<file path="src/rtl/parallel_to_serial.sv">
// Parallel-in, serial-out transmitter with a one-word holding buffer so that
// consecutive words stream out back-to-back on serial_data/serial_valid.
module parallel_to_serial #(
    parameter int DATA_WIDTH = 8,
    parameter int LSB_FIRST  = 1,
    parameter int GAP_CYCLES = 0
) (
    input  logic                  clk,
    input  logic                  reset,
    input  logic [DATA_WIDTH-1:0] in_data,
    input  logic                  in_valid,
    output logic                  in_ready,
    output logic                  serial_data,
    output logic                  serial_valid,
    output logic                  frame_start,
    output logic                  word_done,
    output logic                  busy,
    output logic [1:0]            state_dbg
);

    // Handshake: a word transfers at a rising edge where in_valid && in_ready;
    // in_ready is high exactly when the holding buffer is empty.

    localparam int CNT_W = $clog2(DATA_WIDTH);
    localparam int GAP_W = (GAP_CYCLES > 0) ? $clog2(GAP_CYCLES + 1) : 1;
    localparam logic [CNT_W-1:0] LAST_BIT = CNT_W'(DATA_WIDTH - 1);
    localparam logic [GAP_W-1:0] LAST_GAP = GAP_W'((GAP_CYCLES > 0) ? GAP_CYCLES - 1 : 0);

    typedef enum logic [1:0] {
        IDLE  = 2'd0,
        SHIFT = 2'd1,
        GAP   = 2'd2
    } state_t;

    state_t                state;
    state_t                state_next;
    logic [DATA_WIDTH-1:0] hold_reg;
    logic                  hold_valid;
    logic [DATA_WIDTH-1:0] shift_reg;
    logic [DATA_WIDTH-1:0] shift_next;
    logic [CNT_W-1:0]      bit_cnt;
    logic [CNT_W-1:0]      bit_next;
    logic [GAP_W-1:0]      gap_cnt;
    logic [GAP_W-1:0]      gap_next;
    logic                  load;
    logic                  accept;
    logic                  bit_next_val;

    assign in_ready  = ~hold_valid;
    assign accept    = in_valid & ~hold_valid;
    assign busy      = (state != IDLE) | hold_valid;
    assign state_dbg = state;

    always_comb begin
        state_next = state;
        shift_next = shift_reg;
        bit_next   = bit_cnt;
        gap_next   = gap_cnt;
        load       = 1'b0;
        case (state)
            IDLE: begin
                if (hold_valid) begin
                    load = 1'b1;
                end
            end
            SHIFT: begin
                if (bit_cnt == LAST_BIT) begin
                    bit_next = '0;
                    if (GAP_CYCLES > 0) begin
                        state_next = GAP;
                        gap_next   = '0;
                    end else if (hold_valid) begin
                        load = 1'b1;
                    end else begin
                        state_next = IDLE;
                    end
                end else begin
                    bit_next = bit_cnt + 1'b1;
                    if (LSB_FIRST != 0) begin
                        shift_next = {1'b0, shift_reg[DATA_WIDTH-1:1]};
                    end else begin
                        shift_next = {shift_reg[DATA_WIDTH-2:0], 1'b0};
                    end
                end
            end
            GAP: begin
                if (gap_cnt == LAST_GAP) begin
                    gap_next = '0;
                    if (hold_valid) begin
                        load = 1'b1;
                    end else begin
                        state_next = IDLE;
                    end
                end else begin
                    gap_next = gap_cnt + 1'b1;
                end
            end
            default: begin
                state_next = IDLE;
            end
        endcase
        if (load) begin
            state_next = SHIFT;
            shift_next = hold_reg;
            bit_next   = '0;
        end
    end

    // The bit at the output end of shift_next is the one shown next cycle.
    always_comb begin
        bit_next_val = 1'b0;
        if (LSB_FIRST != 0) begin
            bit_next_val = shift_next[0];
        end else begin
            bit_next_val = shift_next[DATA_WIDTH-1];
        end
    end

    always_ff @(posedge clk or posedge reset) begin
        if (reset) begin
            state     <= IDLE;
            shift_reg <= '0;
            bit_cnt   <= '0;
            gap_cnt   <= '0;
        end else begin
            state     <= state_next;
            shift_reg <= shift_next;
            bit_cnt   <= bit_next;
            gap_cnt   <= gap_next;
        end
    end

    always_ff @(posedge clk or posedge reset) begin
        if (reset) begin
            hold_reg   <= '0;
            hold_valid <= 1'b0;
        end else if (accept) begin
            hold_reg   <= in_data;
            hold_valid <= 1'b1;
        end else if (load) begin
            hold_valid <= 1'b0;
        end
    end

    // Registered line outputs, computed from the state being entered.
    always_ff @(posedge clk or posedge reset) begin
        if (reset) begin
            serial_data  <= 1'b0;
            serial_valid <= 1'b0;
            frame_start  <= 1'b0;
            word_done    <= 1'b0;
        end else begin
            serial_data  <= (state_next == SHIFT) & bit_next_val;
            serial_valid <= (state_next == SHIFT);
            frame_start  <= (state_next == SHIFT) & (bit_next == '0);
            word_done    <= (state_next == SHIFT) & (bit_next == LAST_BIT);
        end
    end

endmodule

</file>
<file path="config.mk">
export PLATFORM = sky130hd
export DESIGN_NAME = parallel_to_serial
export DESIGN_NICKNAME = d
export VERILOG_FILES = /design/src/rtl/parallel_to_serial.sv
export SDC_FILE = /design/constraint.sdc
export NUM_CORES = 1
export LEC_CHECK = 0
export ABC_CLOCK_PERIOD_IN_PS = 4260
export CAP_MARGIN = 20
export CORE_UTILIZATION = 58
export CTS_BUF_LIST = sky130_fd_sc_hd__clkbuf_8
export DETAILED_ROUTE_END_ITERATION = 7
export HOLD_SLACK_MARGIN = 0.03
export PLACE_DENSITY_LB_ADDON = 0.3
export SYNTH_ARGS = -nofsm -noshare
export SYNTH_HDL_FRONTEND = slang
export SYNTH_SLANG_ARGS = --single-unit
</file>
<file path="constraint.sdc">
create_clock -name clk -period 4.26 [get_ports clk]
set_input_delay 0.852 -clock clk [delete_from_list [all_inputs] [get_ports clk]]
set_output_delay 0.852 -clock clk [all_outputs]
set_load 0.05 [all_outputs]
</file>
== After elaboration in Yosys (flattened, before gate mapping) ==
Index checks and enable logic that the tools add are counted.

* Bits in registers: 27
* Input port bits: 11
* Output and inout port bits: 8
* Word-level logic and storage cells: 49

* $add $sub $neg: 2
* Eq/ne operators: 6
* Multiplexer cells: 18
* Bitwise operators: 6
* Reduce and logical (&&, ||, !) cells: 6

{| class="wikitable"
|+ Operators by type and width
! operator !! number
|-
| $mux W8 || 3
|-
| $mux W3 || 3
|-
| $mux W2 || 4
|-
| $eq A3 B3 Y1 const B || 2
|-
| $mux W1 || 6
|-
| $pmux W2 S3 || 1
|-
| $reduce_bool A2 Y1 || 3
|-
| $and A1 B1 Y1 || 4
|-
| $eq A2 B1 Y1 const B || 2
|-
| $add A3 B1 Y3 const B || 1
|-
| $logic_not A3 Y1 || 1
|-
| $pmux W1 S3 || 1
|-
| $eq A2 B2 Y1 const B || 1
|-
| $logic_not A2 Y1 || 1
|-
| $ne A2 B2 Y1 const B || 1
|-
| $reduce_and A2 Y1 || 1
|-
| $add A1 B1 Y1 const B || 1
|-
| $not A1 Y1 || 1
|-
| $or A1 B1 Y1 || 1
|}

== Logic depth before layout (Yosys ltp) ==
* Depth after elaboration: 6
* Gate-level depth with buffers: 8
* Depth with buffers taken out: 7

== Worst setup path before layout ==
OpenSTA, ideal clock, no wires.

* Path kind: register to output
* Start: register state[0], in the netlist state_dbg[0]
* End: output busy
* Arrival time: 1.396 ns
* Data required time: 3.408 ns
* Path slack: 2.012 ns
* Stages on the path, launching flop included: 3
* Buffers on the path: 1
* Cells stage by stage: dfrtp_1 > buf_6 > or3_2

* Cells in the longest elaborated chain, start to end: 2

{| class="wikitable"
|+ Ends and longest elaborated chain
! element !! line !! RTL
|-
| from (decl) || 35 || <nowiki>state_t state;</nowiki>
|-
| from (signal assigned) || 126 || <nowiki>state <= state_next;</nowiki>
|-
| $reduce_bool A2 Y1 || 51 || <nowiki>assign busy = (state != IDLE) | hold_valid;</nowiki>
|-
| $or A1 B1 Y1 || 51 ||
|-
| to (decl) || 17 || <nowiki>output logic busy,</nowiki>
|}

No other way between the ends.

== Worst setup path in the final report ==
Same ends and word-level chain as after synthesis.

==> results by stage <==
Routing:
- For this block, the via count after detailed routing is 754.
- The number of vias per cell after detailed routing is 5.76.
- The detailed router finished its first iteration with 22 violations.
- The wire length per cell after detailed routing is 16.0 um.
- Summed over all layers, the routed wires come to 2.10 mm.
- The remaining design rule violation count is 0.
- In this run the remaining antenna-violating nets after routing total 0.
- The length of the first detailed-routing pass in iterations is 5.

CTS:
- The maximum clock insertion buffer count is 2.
- The number of instances resized during post-cts repair is 0.
- Clock tree synthesis inserted a total of 3 buffers.
- After clock tree synthesis, the clock-pin slew on the worst setup and hold paths is 0.08 ns.
- In this run the clock root is driven by a sky130_fd_sc_hd__clkbuf_8.
- The clock network latency to the later pin of the worst-skew pair is 0.27 ns.
- Clock tree synthesis found a total of 26 sinks.
- The TritonCTS clock tree is yes.
- CTS built an H-tree with a depth of 1.
- Buffers inserted to repair hold after CTS numbered 0.
- The post-CTS repair timing setup buffer count is 0.

Global routing:
- The number of global-route vias before repair came to 748.
- The total overflow left after global routing is 0.
- The pin count of the biggest net entering global routing is 27.
- The overall global routing resource usage is 24.5%.
- The first global-routing pass estimated 3.39 mm of wire.
- The number of antenna violations at the first check in global routing is 0.

Finish:
- The area occupied by multi-input gates is 398 sq um.
- The sequential cell area is 651 sq um.
- The number of antenna diodes in the final layout is 0.
- The total number of nets in the final design is 121.
- The ratio of cells with drive above 1 in the final layout is 17.0%.
- The area growth from synthesis to final layout is 20.4%.
- The area of all placed cells without fillers is 1340 sq um.
- The fill cell total of the finished layout is 129.

Synthesis:
- The synthesis-stage register bit count is 26.
- The mapped netlist covers 1110 sq um.
- The distinct cell type count after synthesis is 27.
- The mean instance size in the synthesized netlist is 12.6 sq um.
- The simple-gate share of the synthesized area is 12.0%.
- By area, the combinational part of the netlist is dominated by simple AND/OR/NAND/NOR gates.
- The number of enable flip-flop cells after synthesis is 0.
- The number of instances in the synthesized netlist is 88.
- The compound-gate portion of the synthesized area is 9.59%.
- After synthesis, the largest area contributor takes up 58.7% of total cell area.
- The post-synthesis xor/xnor area fraction is 0%.
- The async set-or-reset flop fraction in the synthesized netlist is 100%.
- The largest area contributor in the synthesized netlist is sky130_fd_sc_hd__dfrtp_1.
- The most common cell in the synthesized netlist is sky130_fd_sc_hd__dfrtp_1.
- The adder-cell share of the synthesized area is 2.26%.
- The number of warnings printed during yosys synthesis is 0.
- In the synthesized netlist, mux cells make up 11.7% of the area.
- After synthesis, the most frequently instantiated cells are sky130_fd_sc_hd__dfrtp_1 (26), sky130_fd_sc_hd__inv_1 (9), sky130_fd_sc_hd__mux2_2 (8), sky130_fd_sc_hd__nor2_1 (6).
- The most used flip-flop cell after synthesis is sky130_fd_sc_hd__dfrtp_1.
- Of the synthesized area, sequential elements account for 58.7%.
- After synthesis, the cell types taking the most area are sky130_fd_sc_hd__dfrtp_1 (59%), sky130_fd_sc_hd__mux2_2 (8.1%), sky130_fd_sc_hd__a222oi_1 (4.5%).
- Counting every net in the synthesized netlist gives 101.

Setup path:
- The category of the worst setup path capture point is an output port.
- STA classifies the critical path startpoint as a flip-flop.
- In this run the critical register-to-register path is launched from bit_cnt[0].
- The worst path arrival time is 1.95 ns.
- In this run the worst path has a maximum fanout of 10.
- The critical path in this run is classified as flip-flop to output port.
- The critical path starts at state_dbg[0].
- For the worst setup path, the data required time is 3.41 ns.

Pwr:
- Summed over all nets, the switching power comes to 0.000383 W.
- The maximum vdd ir drop is 0.432 mV.
- Dividing total power by cell area gives a power density of 745 nW/um^2.
- The net switching share of the total power is 38.5%.
- Cell internal power was estimated by the tool at 0.000611 W.
- The clock share of power is 13.4%.
- Of the total power, registers draw 42.8%.
- The static leakage power is 0.624 nW.
- Combinational logic is responsible for 43.8% of the overall power.
- The total power draw is 0.000994 W.

Floorplan:
- 19 I/O pins were placed.
- The floorplan step set the die height to 45.7 um.
- The initial utilization of the core area, before any placement, comes to 62.8%.
- The die covers 2090 sq um.
- Row generation in the floorplan step produced 15 rows.
- The die is 45.7 um wide.
- In this run the standard cell core region covers 1760 sq um.

STA:
- Measured against its own limit, the worst slew margin works out to 36.0%.
- The final-report hold violation count was 0.
- The share of the cycle needed by the critical path after routing is 65.7%.
- The time the final worst path needs with I/O delays and setup is 2.80 ns.
- Summed over all failing endpoints, the final setup total negative slack is 0 ns.
- The max-slew violation count is 0.
- The top achievable clock speed is 357 MHz.
- The final worst clock skew is 0.00295 ns.
- The worst-case hold slack is 0.510 ns.
- Setup repair after global routing left no endpoint under its margin.
- The number of setup violations in the final report is 0.
- For the pin with the worst max-slew slack, the measured transition is 0.959 ns.

Run:
- Across the run, the number of max-cap violations was 0.

Worst hold path:
- The path type of the worst min-delay path is flip-flop to flip-flop.
- The startpoint identified for the worst hold timing path is shift_reg[5].

Status:
- The flow ran to the end, and the final reports show no timing, DRC or antenna violations.

Placement:
- The final estimated routing congestion in global placement is 0.759.
- The count of buffers inserted at the top-level ports is 18.
- The post-detailed-placement half-perimeter wirelength is 1.43 mm.
- The post-detailed-placement cell area is 1290 sq um.
power groups by stage:
| stage | clock [W] | sequential, W | combinational [W] |
|---|---|---|---|
| 2_1_floorplan | 0 | 0.000466 | 0.000287 |
| 3_3_place_gp | 0 | 0.000422 | 0.000411 |
| 3_5_place_dp | 0 | 0.000429 | 0.000433 |
| 4_1_cts | 0.000135 | 0.000426 | 0.000436 |
| 5_1_grt | 0.000146 | 0.000437 | 0.000468 |
| 6_report | 0.000133 | 0.000426 | 0.000435 |
final cells by class:
class                           count  share of cell area [%]
Multi-Input combinational cell     50                    29.8
Clock buffer                        3                    3.09
Timing Repair Buffer               18                    13.5
Sequential cell                    26                    48.7
Tap cell                           25                    2.34
Inverter                            9                    2.53
per-stage QoR:
step	std cells	setup WS [ns]	util [%]
6_report	131	1.46	75.7
5_1_grt	131	1.42	75.7
4_1_cts	131	1.45	75.7
3_5_place_dp	128	1.74	73.3
3_3_place_gp	128	1.76	73.3
2_1_floorplan	88	2.01	-
final timing paths:
check | cells past startpoint | slack (ns) | endpoint
max | 2 | 1.46 | busy
min | 2 | 0.51 | shift_reg[4]
max reg2reg | 6 | 2.15 | serial_data
min reg2reg | 2 | 0.51 | shift_reg[4]
max in group asynchronous | 2 | 2.57 | shift_reg[5]
min in group asynchronous | 2 | 1.11 | shift_reg[7]
metal layers:
layer	part of all wire, %	track usage [%]
met4	1.1	8.82
met3	4.2	6.75
met5	0	0
met1	41	30.6
met2	54	40.9
cell families after synthesis:
group / count (synthesis)
AO/OA/AOI/OAI: 14
flip-flops: 26
adder cells (fa/ha/maj): 2
multiplexers: 11
other: 1
AND/OR/NAND/NOR: 22
buffers and inverters: 12
critical path, cell delays in order (launching register included):
cell and delay, ns:
sky130_fd_sc_hd__dfrtp_1 0.48, sky130_fd_sc_hd__or3_2 0.49, sky130_fd_sc_hd__clkdlybuf4s50_1 0.71
layout by cell type, fill, tap and decap left out:
master,synthesis,layout
sky130_fd_sc_hd__and2_2,1,1
sky130_fd_sc_hd__a22o_1,1,1
sky130_fd_sc_hd__and3_1,1,1
sky130_fd_sc_hd__nor2b_1,2,2
sky130_fd_sc_hd__a222oi_1,5,5
sky130_fd_sc_hd__conb_1,1,1
sky130_fd_sc_hd__nor4_1,1,1
sky130_fd_sc_hd__clkbuf_8,0,3
sky130_fd_sc_hd__and2_4,1,1
sky130_fd_sc_hd__clkdlybuf4s50_1,0,18
sky130_fd_sc_hd__a221oi_1,1,1
sky130_fd_sc_hd__nand2b_1,1,1
sky130_fd_sc_hd__or2b_1,1,1
sky130_fd_sc_hd__dfrtp_1,26,26
sky130_fd_sc_hd__mux2_4,2,2
sky130_fd_sc_hd__nor3b_4,1,1
sky130_fd_sc_hd__mux2_2,8,8
sky130_fd_sc_hd__mux2i_1,1,1
sky130_fd_sc_hd__nor2_1,6,6
sky130_fd_sc_hd__o21ai_0,3,3
sky130_fd_sc_hd__inv_1,9,9
sky130_fd_sc_hd__nand2_1,5,5
sky130_fd_sc_hd__ha_1,2,2
sky130_fd_sc_hd__or4b_1,1,1
sky130_fd_sc_hd__a21oi_2,1,1
sky130_fd_sc_hd__or3_2,1,1
sky130_fd_sc_hd__o21ai_1,3,3
Note: power is estimated with default switching activity, not from simulation.
